`config.mk`:
```
export PLATFORM = sky130hd
export DESIGN_NAME = button_event
export DESIGN_NICKNAME = d
export VERILOG_FILES = /design/src/rtl/btn_event_pkg.sv /design/src/rtl/edge_detect.sv /design/src/rtl/button_event.sv
export SDC_FILE = /design/constraint.sdc
export NUM_CORES = 1
export LEC_CHECK = 0
export ABC_CLOCK_PERIOD_IN_PS = 3400
export BUFFER_PORTS_ARGS = -buffer_cell sky130_fd_sc_hd__buf_2
export CAP_MARGIN = 10
export CORE_MARGIN = 8
export CORE_UTILIZATION = 33
export DETAILED_ROUTE_END_ITERATION = 6
export PLACE_DENSITY = 0.56
export SLEW_MARGIN = 40
export SYNTH_ARGS = -nofsm -noshare
export SYNTH_HDL_FRONTEND = slang
export SYNTH_SLANG_ARGS = --single-unit
```
`constraint.sdc`:
```
create_clock -name clk -period 3.4 [get_ports clk]
set_clock_uncertainty 0.05 [all_clocks]
set_input_delay 0.68 -clock clk [delete_from_list [all_inputs] [get_ports clk]]
set_output_delay 0.68 -clock clk [all_outputs]
set_load 0.005 [all_outputs]
```
`src/rtl/btn_event_pkg.sv`:
```
// Shared definitions for the button event path: FSM state encoding, event kinds and
// the hold/repeat counter width helper.
package btn_event_pkg;

    typedef enum logic [1:0] {
        ST_IDLE  = 2'd0,
        ST_PRESS = 2'd1,
        ST_LONG  = 2'd2
    } state_e;

    // Exactly one event kind per cycle, which keeps the output pulses mutually exclusive.
    typedef enum logic [2:0] {
        EV_NONE    = 3'd0,
        EV_PRESS   = 3'd1,
        EV_RELEASE = 3'd2,
        EV_LONG    = 3'd3,
        EV_REPEAT  = 3'd4
    } event_e;

    function automatic int cnt_width(input int long_cycles, input int repeat_cycles);
        return $clog2((long_cycles > repeat_cycles) ? long_cycles : repeat_cycles) + 1;
    endfunction

endpackage

```
`src/rtl/edge_detect.sv`:
```
// Registered previous-value edge detector for synchronous single-bit inputs.
// The previous value resets to 1 so a level already high through reset is not a rise.
module edge_detect (
    input  logic clk,
    input  logic reset,
    input  logic din,
    output logic rise,
    output logic fall
);

    logic r_prev;

    // NOTE: sequential state uses non-blocking assignments so every flop samples pre-edge values.
    always_ff @(posedge clk or negedge reset) begin
        if (!reset) begin
            r_prev <= 1'b1;
        end else begin
            r_prev <= din;
        end
    end

    assign rise = din & ~r_prev;
    assign fall = ~din & r_prev;

endmodule

```
`src/rtl/button_event.sv`:
```
// Turns a debounced button level into one-cycle press/release/long/repeat events,
// plus a held level and a wrapping press counter. All outputs are registered.
module button_event
    import btn_event_pkg::*;
#(
    parameter int LONG_PRESS_CYCLES = 25_000_000,
    parameter int REPEAT_CYCLES     = 5_000_000,
    parameter bit REPEAT_EN         = 1'b1
) (
    input  logic       clk,
    input  logic       reset,
    input  logic       btn_level,
    output logic       press_pulse,
    output logic       release_pulse,
    output logic       release_long,
    output logic       long_pulse,
    output logic       repeat_pulse,
    output logic       held,
    output logic [7:0] press_count
);

    localparam int CNT_W = cnt_width(LONG_PRESS_CYCLES, REPEAT_CYCLES);
    localparam logic [CNT_W-1:0] LONG_LAST = CNT_W'(LONG_PRESS_CYCLES - 1);
    localparam logic [CNT_W-1:0] REP_LAST  = CNT_W'(REPEAT_CYCLES - 1);
    localparam logic [CNT_W-1:0] CNT_ONE   = CNT_W'(1);

    logic             w_rise;
    logic             w_fall;
    state_e           r_state;
    state_e           w_state_next;
    logic [CNT_W-1:0] r_cnt;
    logic [CNT_W-1:0] w_cnt_next;
    event_e           w_event;

    logic             r_press_pulse;
    logic             r_release_pulse;
    logic             r_release_long;
    logic             r_long_pulse;
    logic             r_repeat_pulse;
    logic             r_held;
    logic [7:0]       r_press_count;

    edge_detect u_edge (
        .clk   (clk),
        .reset (reset),
        .din   (btn_level),
        .rise  (w_rise),
        .fall  (w_fall)
    );

    // PRESS and LONG are only reachable while the sampled level was 1, so a fall there
    // is the same as btn_level = 0. Release is tested first so it wins over thresholds.
    // NOTE: every always_comb output gets a default first so no path can infer a latch.
    always_comb begin
        w_state_next = r_state;
        w_cnt_next   = r_cnt;
        w_event      = EV_NONE;
        case (r_state)
            ST_IDLE: begin
                if (w_rise) begin
                    w_state_next = ST_PRESS;
                    w_cnt_next   = '0;
                    w_event      = EV_PRESS;
                end
            end
            ST_PRESS: begin
                if (w_fall) begin
                    w_state_next = ST_IDLE;
                    w_cnt_next   = '0;
                    w_event      = EV_RELEASE;
                end else if (r_cnt == LONG_LAST) begin
                    w_state_next = ST_LONG;
                    w_cnt_next   = '0;
                    w_event      = EV_LONG;
                end else begin
                    w_cnt_next   = r_cnt + CNT_ONE;
                end
            end
            ST_LONG: begin
                if (w_fall) begin
                    w_state_next = ST_IDLE;
                    w_cnt_next   = '0;
                    w_event      = EV_RELEASE;
                end else if (!REPEAT_EN) begin
                    w_cnt_next   = '0;
                end else if (r_cnt == REP_LAST) begin
                    w_cnt_next   = '0;
                    w_event      = EV_REPEAT;
                end else begin
                    w_cnt_next   = r_cnt + CNT_ONE;
                end
            end
            default: begin
                w_state_next = ST_IDLE;
                w_cnt_next   = '0;
            end
        endcase
    end

    always_ff @(posedge clk or negedge reset) begin
        if (!reset) begin
            r_state         <= ST_IDLE;
            r_cnt           <= '0;
            r_press_pulse   <= 1'b0;
            r_release_pulse <= 1'b0;
            r_release_long  <= 1'b0;
            r_long_pulse    <= 1'b0;
            r_repeat_pulse  <= 1'b0;
            r_held          <= 1'b0;
            r_press_count   <= 8'd0;
        end else begin
            r_state         <= w_state_next;
            r_cnt           <= w_cnt_next;
            r_press_pulse   <= (w_event == EV_PRESS);
            r_release_pulse <= (w_event == EV_RELEASE);
            r_release_long  <= (w_event == EV_RELEASE) && (r_state == ST_LONG);
            r_long_pulse    <= (w_event == EV_LONG);
            r_repeat_pulse  <= (w_event == EV_REPEAT);
            r_held          <= (w_state_next != ST_IDLE);
            if (w_event == EV_PRESS) begin
                r_press_count <= r_press_count + 8'd1;
            end
        end
    end

    assign press_pulse   = r_press_pulse;
    assign release_pulse = r_release_pulse;
    assign release_long  = r_release_long;
    assign long_pulse    = r_long_pulse;
    assign repeat_pulse  = r_repeat_pulse;
    assign held          = r_held;
    assign press_count   = r_press_count;

endmodule

```
# Word-level counts from Yosys, hierarchy flattened

Index checks and enable logic that the tools add are counted.

Register bits: 43
Output and inout port bits: 14

Add/subtract/negate cells: 2
Eq/ne operators: 9
Muxes and demuxes: 17
Bitwise operators: 4
Reductions and logical operators: 3

Operators with widths:

| kind                                            | count |
|---|---|
| 2-to-1 mux 26 bit                               | 5 |
| case mux 26 bit (3 select lines)                | 1 |
| adder 26 x 1 -> 26 bit, second input constant   | 1 |
| == test 26 x 23 -> 1 bit, second input constant | 1 |
| == test 26 x 25 -> 1 bit, second input constant | 1 |
| 2-to-1 mux 2 bit                                | 6 |
| case mux 3 bit (3 select lines)                 | 1 |
| adder 8 x 1 -> 8 bit, second input constant     | 1 |
| == test 3 x 2 -> 1 bit, second input constant   | 2 |
| 2-to-1 mux 3 bit                                | 2 |
| case mux 2 bit (3 select lines)                 | 1 |
| == test 3 x 1 -> 1 bit, second input constant   | 1 |
| == test 3 bit, second input constant            | 1 |
| bitwise AND 1 bit                               | 2 |
| == test 2 x 1 -> 1 bit, second input constant   | 1 |
| == test 2 bit, second input constant            | 1 |
| zero test 2 bit                                 | 1 |
| != test 2 x 1 -> 1 bit, second input constant   | 1 |
| NOT 1 bit                                       | 2 |
| nonzero test 2 bit                              | 1 |
| logical AND 1 bit                               | 1 |
| 2-to-1 mux 1 bit                                | 1 |

# Depth between registers and ports, before layout

Depth after elaboration: 6
Depth in mapped cells: 8
Gate-level depth less buffers: 7

# By module

A second synthesis with hierarchy kept.

Cells, all modules: 285
Area total of the unflattened synthesis: 2677.6 um^2

Modules (own cells, without submodules):

| module       | instances | cells each | area each (um^2) |
|---|---|---|---|
| button_event | 1         | 282        | 2636.3 |
| edge_detect  | 1         | 3          | 41.3 |

# Worst setup path after synthesis

No wires, ideal clock.

Path type: flip-flop to flip-flop
Start: register r_cnt[12]
End: register r_press_count[1] (netlist: press_count[1])
Setup time: 0.125 ns
Arrival: 2.011 ns
Data required time: 3.225 ns
Setup slack: 1.214 ns
Stages on the path, launching flop included: 6
Buffers on the path: 0
Period minus slack after synthesis: 2.186 ns
Cells stage by stage: dfrtp_1 -> or4_1 -> or4_4 -> nor3_2 -> nor4_4 -> mux2_4

Cells in the longest elaborated chain, start to end: 5

RTL lines:

| element                                                              | RTL line                               | text |
|---|---|---|
| from (decl)                                                          | button_event.sv:31                     | `logic [CNT_W-1:0] r_cnt;` |
| from (signal assigned)                                               | button_event.sv:113                    | `r_cnt <= w_cnt_next;` |
| == test 26 x 25 -> 1 bit or == test 26 x 23 -> 1 bit (tied branches) | button_event.sv:71, button_event.sv:86 |  |
| 2-to-1 mux 2 bit or 2-to-1 mux 3 bit (tied branches)                 | button_event.sv:71, button_event.sv:86 |  |
| 2-to-1 mux 2 bit or 2-to-1 mux 3 bit (tied branches)                 | button_event.sv:67, button_event.sv:80 |  |
| case mux 3 bit (3 select lines) (*)                                  | button_event.sv:58                     | `case (r_state)` |
| == test 3 x 1 -> 1 bit (*)                                           | button_event.sv:120                    | `if (w_event == EV_PRESS) begin` |
| to (signal assigned)                                                 | button_event.sv:121                    | `r_press_count <= r_press_count + 8'd1;` |
| to (decl)                                                            | button_event.sv:41                     | `logic [7:0] r_press_count;` |

Mark *: on every way between the ends. The rest lies on a longest branch, timed or not.
A chain may end at the register's enable or synchronous reset.

# Worst setup path after layout

Start: register r_cnt[20]
End: register r_cnt[2]

Cells in the longest elaborated chain, start to end: 4

RTL lines:

| element                                                              | RTL line |
|---|---|
| == test 26 x 23 -> 1 bit or == test 26 x 25 -> 1 bit (tied branches) | button_event.sv:86, button_event.sv:71 |
| 2-to-1 mux 26 bit, on equally long branches                          | button_event.sv:86, button_event.sv:71 |
| 2-to-1 mux 26 bit, on equally long branches                          | button_event.sv:80, button_event.sv:67 |
| case mux 26 bit (3 select lines) (*)                                 | button_event.sv:58 |

Marks and branches as above.

==> out/metrics.yaml <==
drt:
  vias_per_cell: 5.440
  wl_met2_um: 2315
  wl_met1_um: 2644
  routed_wl_um: 5215
  route.met3.wl_um: 227
  drtIter0Drc: 121
  ant_nets: 0
  top_layer_used: "met4"
  firstDrtPassIters: 4
  drc_errors: 0
  drt-wirelength-per-cell_um: 14.99
  vias: 1893
global_route:
  grt_pass1_wl_um: 8956
  grt_start_max_net_pins: 44
  grtUsageTotal_pct: 10.91
  antenna_found_initial: 0
  overflow: 0
  first_global_vias: 1817
critical_path:
  crit_type: "reg -> reg"
  cp-end-kind: "flip-flop"
  crit-reg2reg-launch: "r_cnt[20]"
  arrival_ns: 2.65
  worstSetupStartpointType: "flip-flop"
  rr_endpoint: "r_cnt[2]"
  cp.required_ns: 3.54
  reg2reg_depth: 6
  rrSetupSlack_ns: 0.89
  cp_max_fo: 14
status:
  status: "finished clean"
sta:
  slew_headroom_pct: 52.07
  finalCriticalPeriod_ns: 2.514
  tightest_slew_ns: 0.7135
  tns_ns: 0
  drv_slew: 0
  hold_viol: 0
  finalSetupViolations: 0
  worst_slack_ns: 0.8855
  fin_crit_sh_pct: 73.96
  fmax_ghz: 0.3977
  rsz0062_at_grt: "false"
power:
  cellLeakagePower_nw: 1.114
  power_density_mw_per_mm2: 523.6
  ir_worst_vdd_uv: 276.3
placement:
  placed_cells: 340
  hpwl_um: 3550
  place_congestion: 0.7963
  pre_cts_ws_ns: 0.9124
  numPortBuffers: 16
synth:
  syn-num-nets: 244
  yosysSeqAreaShare_pct: 46.29
  synth_area_mm2: 0.002327
  yosysWarnings: 0
  ys_ff_latch: 43
  synthFlopType: "dfrtp_1"
  synth-edff-count: 0
  syn_inst: 235
  avgSynthCellArea_um2: 9.903
  yosysUniqueCellTypes: 51
  async_flop_share_pct: 100.0
clock_network:
  cts_resized: 0
  cts_buffers: 5
  cts_root_buf: "clkbuf_8"
  clk_latency_ns: 0.29
  clock_tree.buffer_depth: 2
  cts_setup_buffers: 0
  hold_buffers: 0
  cts_tree: "built"
  cts.htree.levels: 2
  cts_num_sinks: 43
  path_clk_slew_ns: 0.09
layout:
  multi_input_area_mm2: 0.001180
  seq_area_mm2: 0.001077
  fillerInstances: 686
  antenna_cells_inserted: 0
  layout_commonest_cell: "dfrtp_1"
  fin_nets: 260
  area_delta_synth_final_pct: 11.45
  drive_above_1_share_pct: 14.29
  fin_cells: 348
  final_cell_mix: "42 x dfrtp_1, 21 x nand2_1, 15 x nand3_1, 15 x buf_2"
floorplanning:
  initial_core_util_pct: 34.25
  die_x_um: 99.98
  dieArea_mm2: 0.009995
  coreArea_mm2: 0.006794
  die_h_um: 99.98
  num_rows: 30
  io_pins: 17
job:
  max_cap_viol_count: 0
min_path:
  hold_path.class: "in -> async"
cell type report:
cell class,instances,area share (%)
multi-input cells,179,45.49
flip-flops and latches,43,41.53
well taps,96,4.631
repair buffers,18,3.763
clock buffers,7,3.714
inverters,4,0.5789
clock inverters,1,0.2894
metal layers:
metal / vias to the layer above / GRT usage (%)
li1: 916 / -
met1: 930 / 14.83
met2: 45 / 16.57
met3: 2 / 2.837
met4: 0 / 3.023
met5: - / 0
through the flow:
stage / power, mW / hold slack (ns) / instance area (µm²) / utilization [%]
after floorplan: 0.8924 / 0.3344 / 2327 / -
after global placement: 1.007 / 0.4098 / 2487 / 36.61
after detailed placement: 1.011 / 0.4284 / 2490 / 36.65
after CTS: 1.379 / 0.3401 / 2594 / 38.18
after global routing: 1.462 / 0.3634 / 2594 / 38.18
final: 1.358 / 0.3290 / 2594 / 38.18
sequential cells by signal, indices dropped and copies added (netlist names):
register and count:
held 1, long_pulse 1, press_count 8, press_pulse 1, r_cnt 26, r_state 2
release_long 1, release_pulse 1, repeat_pulse 1, u_edge.r_prev 1
worst max-delay path, cell delays in order (launching register included):
cell and delay (ns):
dfrtp_1 0.46, or4_1 0.52, or4_4 0.45, o21ai_2 0.17, a21o_2 0.32, nor2_1 0.19, a22o_1 0.25
Yosys cell counts, types with 2 or more instances:
master	instances	share of area (%)
a21o_1	3	0.97
a21oi_1	4	0.86
a22o_1	7	2.6
a31oi_1	6	1.6
and2_1	5	1.3
and3_1	12	3.2
and4_1	2	0.75
buf_2	2	0.43
buf_6	2	0.97
clkbuf_1	4	0.64
dfrtp_1	42	45
ha_1	6	3.2
inv_1	4	0.64
nand2_1	21	3.4
nand2b_1	6	1.6
nand3_1	15	3.2
nand4_1	12	3.2
nor2_1	10	1.6
nor2b_1	3	0.81
nor3_1	5	1.1
nor4b_1	2	0.75
nor4bb_1	3	1.3
o211ai_1	2	0.64
o21a_1	2	0.64
o21ai_0	10	2.2
o21ai_1	4	0.86
o2bb2ai_1	2	0.75
o311ai_0	4	1.5
o311ai_1	3	1.1
o31ai_1	4	1.3
or4_1	3	0.97
xnor2_1	6	2.3
how the worst max path moves through the flow:
stage          startpoint        endpoint  slack, ns  cells past startpoint
6_report        r_cnt[20]        r_cnt[2]       0.89                      6
5_1_grt          r_cnt[6]        r_cnt[6]       0.64                      6
4_1_cts         r_cnt[20]        r_cnt[2]       0.90                      6
3_5_place_dp    r_cnt[20]       r_cnt[10]       0.91                      6
3_3_place_gp    r_cnt[20]        r_cnt[3]       0.92                      6
2_1_floorplan   r_cnt[12]  press_count[1]       1.21                      5
power by group:
part | switching (mW) | internal, mW | total (mW)
registers | 0.0492 | 0.562 | 0.611
logic | 0.239 | 0.146 | 0.386
clock network | 0.177 | 0.185 | 0.362
total | 0.465 | 0.893 | 1.36
kinds of logic after synthesis:
kind of cell	Yosys count	synth area share, %
and+or+nand+nor	107	26.56
xor gates and xnor gates	7	2.634
adders and majority gates	6	3.226
DFF	43	46.29
muxes	2	1.075
AOI/OAI and AO/OA	57	17.20
buffers and inverters	13	3.010
Power figures use the tool's default switching activity.
